<file path="src/rtl/rom_string_streamer.sv">
// Walks a combinational character ROM from address 0 and streams each byte over
// a valid/ready port until a terminator byte or the last address is reached.
module rom_string_streamer #(
    parameter int                ADDR_W = 4,
    parameter int                DATA_W = 8,
    parameter logic [DATA_W-1:0] TERM   = '0
) (
    input  logic              clk,
    input  logic              rst_n,
    input  logic              start,
    input  logic              abort,
    output logic [ADDR_W-1:0] rom_addr,
    input  logic [DATA_W-1:0] rom_data,
    output logic [DATA_W-1:0] out_data,
    output logic              out_valid,
    input  logic              out_ready,
    output logic              busy,
    output logic              done,
    output logic [ADDR_W:0]   char_count,
    output logic [1:0]        dbg_state
);

    typedef enum logic [1:0] {
        S_IDLE    = 2'd0,
        S_FETCH   = 2'd1,
        S_PRESENT = 2'd2,
        S_DONE    = 2'd3
    } state_t;

    localparam logic [ADDR_W-1:0] ADDR_MAX = '1;
    localparam logic [ADDR_W-1:0] ADDR_ONE = 1;
    localparam logic [ADDR_W:0]   CNT_ONE  = 1;

    state_t              r_state, w_state_nxt;
    logic [ADDR_W-1:0]   r_addr, w_addr_nxt;
    logic [DATA_W-1:0]   r_data, w_data_nxt;
    logic                r_valid, w_valid_nxt;
    logic [ADDR_W:0]     r_count, w_count_nxt;

    // Output handshake: a byte transfers on a rising edge where out_valid && out_ready.
    // Once raised, out_valid stays high and out_data stays fixed until that transfer
    // (only abort or reset may withdraw it).
    always_comb begin
        w_state_nxt = r_state;
        w_addr_nxt  = r_addr;
        w_data_nxt  = r_data;
        w_valid_nxt = r_valid;
        w_count_nxt = r_count;
        case (r_state)
            S_IDLE: begin
                w_valid_nxt = 1'b0;
                if (start) begin
                    w_addr_nxt  = '0;
                    w_count_nxt = '0;
                    w_state_nxt = S_FETCH;
                end
            end
            S_FETCH: begin
                if (abort) begin
                    w_valid_nxt = 1'b0;
                    w_state_nxt = S_IDLE;
                end else if (rom_data == TERM) begin
                    w_state_nxt = S_DONE;
                end else begin
                    w_data_nxt  = rom_data;
                    w_valid_nxt = 1'b1;
                    w_state_nxt = S_PRESENT;
                end
            end
            S_PRESENT: begin
                // abort wins even over a handshake landing on the same edge
                if (abort) begin
                    w_valid_nxt = 1'b0;
                    w_state_nxt = S_IDLE;
                end else if (out_ready) begin
                    w_valid_nxt = 1'b0;
                    w_count_nxt = r_count + CNT_ONE;
                    if (r_addr == ADDR_MAX) begin
                        w_state_nxt = S_DONE;
                    end else begin
                        w_addr_nxt  = r_addr + ADDR_ONE;
                        w_state_nxt = S_FETCH;
                    end
                end
            end
            S_DONE: begin
                w_valid_nxt = 1'b0;
                w_state_nxt = S_IDLE;
            end
            default: begin
                w_valid_nxt = 1'b0;
                w_state_nxt = S_IDLE;
            end
        endcase
    end

    always_ff @(posedge clk or negedge rst_n) begin
        if (!rst_n) begin
            r_state <= S_IDLE;
            r_addr  <= '0;
            r_data  <= '0;
            r_valid <= 1'b0;
            r_count <= '0;
        end else begin
            r_state <= w_state_nxt;
            r_addr  <= w_addr_nxt;
            r_data  <= w_data_nxt;
            r_valid <= w_valid_nxt;
            r_count <= w_count_nxt;
        end
    end

    assign rom_addr   = r_addr;
    assign out_data   = r_data;
    assign out_valid  = r_valid;
    assign char_count = r_count;
    assign busy       = (r_state != S_IDLE);
    assign done       = (r_state == S_DONE);
    assign dbg_state  = r_state;

endmodule

</file>
<file path="config.mk">
export PLATFORM = sky130hd
export DESIGN_NAME = rom_string_streamer
export DESIGN_NICKNAME = d
export VERILOG_FILES = /design/src/rtl/rom_string_streamer.sv
export SDC_FILE = /design/constraint.sdc
export NUM_CORES = 1
export LEC_CHECK = 0
export BUFFER_PORTS_ARGS = -buffer_cell sky130_fd_sc_hd__buf_2
export CAP_MARGIN = 25
export CORE_UTILIZATION = 25
export CTS_CLUSTER_SIZE = 12
export DETAILED_ROUTE_END_ITERATION = 10
export GPL_TIMING_DRIVEN = 0
export PLACE_DENSITY = 0.51
export SLEW_MARGIN = 20
export SYNTH_ARGS = -nofsm -noshare
export SYNTH_HDL_FRONTEND = slang
export SYNTH_SLANG_ARGS = --single-unit
</file>
<file path="constraint.sdc">
create_clock -name clk -period 2.08 [get_ports clk]
set_input_delay 0.104 -clock clk [delete_from_list [all_inputs] [get_ports clk]]
set_output_delay 0.104 -clock clk [all_outputs]
set_load 0.005 [all_outputs]
</file>
### Word-level counts from Yosys, hierarchy flattened

Index checks and enable logic that the tools add are counted.

| word-level totals | value |
|---|---|
| flip-flop bits (word level) | 20 |
| bits of input ports | 13 |
| output and inout bits | 22 |
| logic and storage cells | 50 |

| cells by class | value |
|---|---|
| $add $sub $neg | 2 |
| equality and inequality tests | 10 |
| mux-type cells | 21 |
| bitwise operators | 2 |
| reduce and logical (&&, ||, !) cells | 10 |

Operator list:

| operator | count |
|---|---|
| $mux W4 | 4 |
| $mux W5 | 3 |
| $mux W2 | 5 |
| $pmux W5 S2 | 1 |
| $logic_not A8 Y1 | 1 |
| $ne A2 B2 Y1 const B | 4 |
| $pmux W2 S4 | 1 |
| $pmux W4 S2 | 1 |
| $ne A3 B3 Y1 const B | 2 |
| $add A5 B1 Y5 const B | 1 |
| $mux W1 | 5 |
| $reduce_and A5 Y1 | 1 |
| $add A4 B1 Y4 const B | 1 |
| $eq A2 B2 Y1 const B | 2 |
| $eq A4 B4 Y1 const B | 1 |
| $reduce_and A2 Y1 | 2 |
| $reduce_and A4 Y1 | 1 |
| $reduce_bool A2 Y1 | 2 |
| $pmux W1 S3 | 1 |
| $reduce_and A3 Y1 | 1 |
| $eq A2 B1 Y1 const B | 1 |
| $logic_not A2 Y1 | 1 |
| $not A1 Y1 | 2 |
| $reduce_or A2 Y1 | 1 |

### Logic depth before layout (Yosys ltp)

| depth | value |
|---|---|
| word-level depth | 5 |
| gate-level depth with buffers | 4 |

### Least setup slack after synthesis

OpenSTA, ideal clock, no wires.

| timing path | value |
|---|---|
| path kind | register to register |
| from | reg r_addr[0], in the netlist rom_addr[0] |
| to | reg r_addr[1], in the netlist rom_addr[1] |
| arrival time | 1.420 ns |
| required time | 1.998 ns |
| setup slack | 0.578 ns |
| cell stages (with the launch flop) | 5 |
| buffers on the path | 0 |
| clock period less this slack | 1.502 ns |
| cells stage by stage | dfrtp_1 ha_1 and3_1 or4b_4 o22ai_1 |

| on the way | value |
|---|---|
| longest elaborated chain between the ends | 5 |
| elaborated cells on any way between the ends | 8 |
| those cells by class | 1 x add/sub; 2 x eq/ne; 4 x mux; 1 x reduce/logical |

RTL lines:

| what | line | RTL |
|---|---|---|
| start: declaration | 35 | `logic [ADDR_W-1:0] r_addr, w_addr_nxt;` |
| start signal: assignment | 106 | `r_addr <= w_addr_nxt;` |
| $add A4 B1 Y4 | 81 | `w_addr_nxt = r_addr + ADDR_ONE;` |
| $mux W4 | 78 | `if (r_addr == ADDR_MAX) begin` |
| $mux W4 | 75 | `end else if (out_ready) begin` |
| $mux W4 | 72 | `if (abort) begin` |
| $pmux W4 S2 | 49 | `case (r_state)` |

Several ways; a longest one is shown, not always the timed one. The select of a mux whose other input is x is not followed.
A chain may end at the register's enable or synchronous reset.

### Final worst setup path

| timing path | value |
|---|---|
| from | reg r_state[0], in the netlist dbg_state[0] |
| to | reg r_data[1], in the netlist out_data[1] |

| on the way | value |
|---|---|
| longest elaborated chain between the ends | 2 |

RTL lines:

| what | line | RTL |
|---|---|---|
| start: declaration | 34 | `state_t r_state, w_state_nxt;` |
| start signal: assignment | 105 | `r_state <= w_state_nxt;` |
| $eq A2 B1 Y1 | 49 |  |
| $reduce_and A3 Y1 (no line) | - |  |
| end signal: assignment | 107 | `r_data <= w_data_nxt;` |
| end: declaration | 36 | `logic [DATA_W-1:0] r_data, w_data_nxt;` |

Every way passes these cells.

==> impl_metrics.py <==
metrics = {
    "min_path": {
        "hp-start": "abort",
        "hold_path_depth": 2,
        "hold_path_end": "dbg_state[1]$_DFFE_PN0P_",
        "hold_path.class": "in2reg",
    },
    "floorplan": {
        "rows": 22,
        "ioPinCount": 35,
        "die_y_um": 64.7,
        "core-area_um2": 3720,
        "start_util": 0.264,
        "die_width_um": 64.7,
        "dieArea_um2": 4180,
    },
    "layout": {
        "nNetsFinal": 139,
        "drive_gt1_frac": 0.415,
        "antenna_cells": 0,
        "nFillCells": 392,
        "synthToLayoutAreaGrowth_pct": 30.1,
        "design_area_um2": 1280,
    },
    "clocking": {
        "clockBufferDepth": 2,
        "root_buffer": "clkbuf_8",
        "clk_latency_ns": 0.25,
        "postCtsResizedCells": 0,
        "cts.sinks": 20,
        "numCtsBuffers": 3,
        "clk_pin_slew_worst_paths_ns": 0.07,
        "ctsHtreeMaxLevel": 1,
        "cts_tree": "yes",
    },
    "power": {
        "p_per_area_nw_per_um2": 788,
        "power.total_uw": 1010,
        "total_leakage_power_uw": 0.000634,
        "irDropWorstVdd_mv": 0.233,
    },
    "critical_path": {
        "cpPeakStageDelay_ns": 0.49,
        "path_buf_inv": 0,
        "timing.rr.start": "dbg_state[0]$_DFFE_PN0P_",
        "crit_start": "dbg_state[0]$_DFFE_PN0P_",
        "cp_num_cells": 3,
        "end_kind": "flip-flop",
        "worstPathRequired_ns": 2.22,
        "cp_cell_sequence": "nor3b_2 > a21boi_4 > mux2_2",
        "reg2regPathDepth": 3,
        "criticalPathCategory": "reg2reg",
        "crit_family": "flip-flops",
        "r2r_slack_ns": 0.43,
        "crit_path_start_kind": "flip-flop",
        "crit_fanout": 11,
        "critPathArrivalTime_ns": 1.79,
        "crit_slowest_cell": "dfrtp_1",
        "reg2reg_to": "out_data[1]$_DFFE_PN0P_",
    },
    "synth": {
        "synthTopCellsByCount": "dfrtp_1 (20), nand2_1 (8), inv_1 (5)",
        "synth.distinct_cells": 35,
        "seq_area_frac_synth": 0.510,
        "syn_area_um2": 982,
        "synth_largest_area_cell": "dfrtp_1",
        "synth-edff-count": 0,
        "ys_seq_elements": 20,
        "async_flop_share": 1.00,
        "syn_nets": 99,
        "yosysMostFrequentCell": "dfrtp_1",
        "synth.top_cell.area_share": 0.510,
        "synthFlopType": "dfrtp_1",
        "syn_avg_cell_area_um2": 11.7,
        "synthCells": 84,
        "yosys_warnings": 0,
        "synth.area.top_cells": "dfrtp_1 (51%), mux2_2 (4.6%), mux2_1 (3.4%)",
    },
    "timing": {
        "rsz0062_at_grt": "false",
        "worst-slew-pin-transition_ns": 0.482,
        "max_freq_mhz": 607,
        "hold_viol": 0,
        "hold_ws_ns": 0.0555,
        "clock_skew_ns": 0.00264,
        "timing.final.crit_period_ns": 1.65,
        "tns_ns": 0,
        "final-max-slew-violation-count": 0,
        "min_period_over_period": 0.792,
        "timing.slew.headroom": 0.676,
        "setup_viol": 0,
        "setup_ws_ns": 0.433,
    },
    "placed_design": {
        "routabilityCongestion": 0.724,
        "portBuffers": 34,
        "dpl-instance-area_um2": 1210,
        "dp_hpwl_um": 1570,
        "dp_slack_ns": 0.420,
    },
    "global_routing": {
        "first_global_vias": 753,
        "grt.overflow.total": 0,
        "antenna_found_initial": 0,
        "grt_first_pass_wirelength_um": 3380,
        "grt_max_degree": 21,
        "grt_use_total": 0.107,
    },
    "detailed_routing": {
        "via_per_inst": 4.74,
        "firstDrtPassIters": 4,
        "dr.first_iter.drc_count": 25,
        "drc_errors": 0,
        "dr_total_vias": 811,
        "routed_wl_um": 2030,
        "wl_per_cell_um": 11.8,
        "ant_nets": 0,
    },
    "run": {
        "cap_viol_max_count": 0,
    },
    "run_status": {
        "outcome": "finished, final reports clean",
    },
}
## placed cells by master (no fill, tap or decap), types with 2 or more instances in the layout
cell / n
nand3_1: 4
mux2i_1: 3
inv_1: 5
buf_2: 35
dfrtp_1: 20
nand4_1: 2
a21oi_1: 3
ha_1: 2
o21ai_0: 4
clkbuf_8: 4
o211ai_1: 2
mux2_1: 3
mux2_2: 4
nand2_1: 8
nor4_2: 2
## worst reg2reg max path, cell delays in order (launching register included)
cell      delay (ns)
dfrtp_1         0.49
nor3b_2         0.32
a21boi_4        0.35
mux2_2          0.37
## flip-flops by register name (all words and copies together), names as in the netlist
signal,cells
out_data,8
out_valid,1
rom_addr,4
char_count,5
dbg_state,2
## logic make-up (layout without fill, tap and decap cells)
| logic type | Yosys count | after routing | synth area share |
|---|---|---|---|
| and+or+nand+nor | 29 | 29 | 0.208 |
| DFF | 20 | 20 | 0.510 |
| AOI/OAI and AO/OA | 16 | 16 | 0.118 |
| muxes | 10 | 10 | 0.111 |
| buffers and inverters | 7 | 46 | 0.0280 |
| adders and majority gates | 2 | 2 | 0.0255 |
## stage by stage
stage	std cells	utilization
2_1_floorplan	84	-
3_3_place_gp	166	0.326
3_5_place_dp	166	0.326
4_1_cts	171	0.344
5_1_grt	171	0.344
6_report	171	0.344
## cell type report
cell class,count,area [um2],share of cell area
Sequential cell,20,500,0.392
Multi-Input combinational cell,57,454,0.356
Timing Repair Buffer,35,180,0.141
Tap cell,48,60.1,0.0470
Clock buffer,4,55.1,0.0431
Inverter,5,18.8,0.0147
Buffer,2,8.76,0.00686
## what timing repair did
action                    4_1_cts  5_1_grt
setup buffers                   0        0
hold endpoints to repair       20        0
hold buffers                    1        0
## routing by layer
metal	GRT usage	vias to the layer above	wire length, um
met2	0.183	20	1020
met1	0.124	400	909
li1	-	389	-
met3	0.0229	2	72
met4	0.0583	0	27
met5	0	-	0
## how the worst max path moves through the flow
| stage | end | slack (ns) |
|---|---|---|
| final | out_data[1]$_DFFE_PN0P_ | 0.43 |
| after global routing | out_data[0]$_DFFE_PN0P_ | 0.31 |
| after global placement | out_data[4]$_DFFE_PN0P_ | 0.43 |
| after detailed placement | out_data[1]$_DFFE_PN0P_ | 0.42 |
| after CTS | out_data[1]$_DFFE_PN0P_ | 0.41 |
| after floorplan | rom_addr[1]$_DFFE_PN0P_ | 0.58 |
## power by group
part	internal, uW	switching (uW)	leakage, uW
combinational	121	96.9	0.000346
clock	168	124	0.0000288
sequential	456	40.4	0.000259
total	745	262	0.000634
No activity file was read; power rests on OpenSTA's default activity.
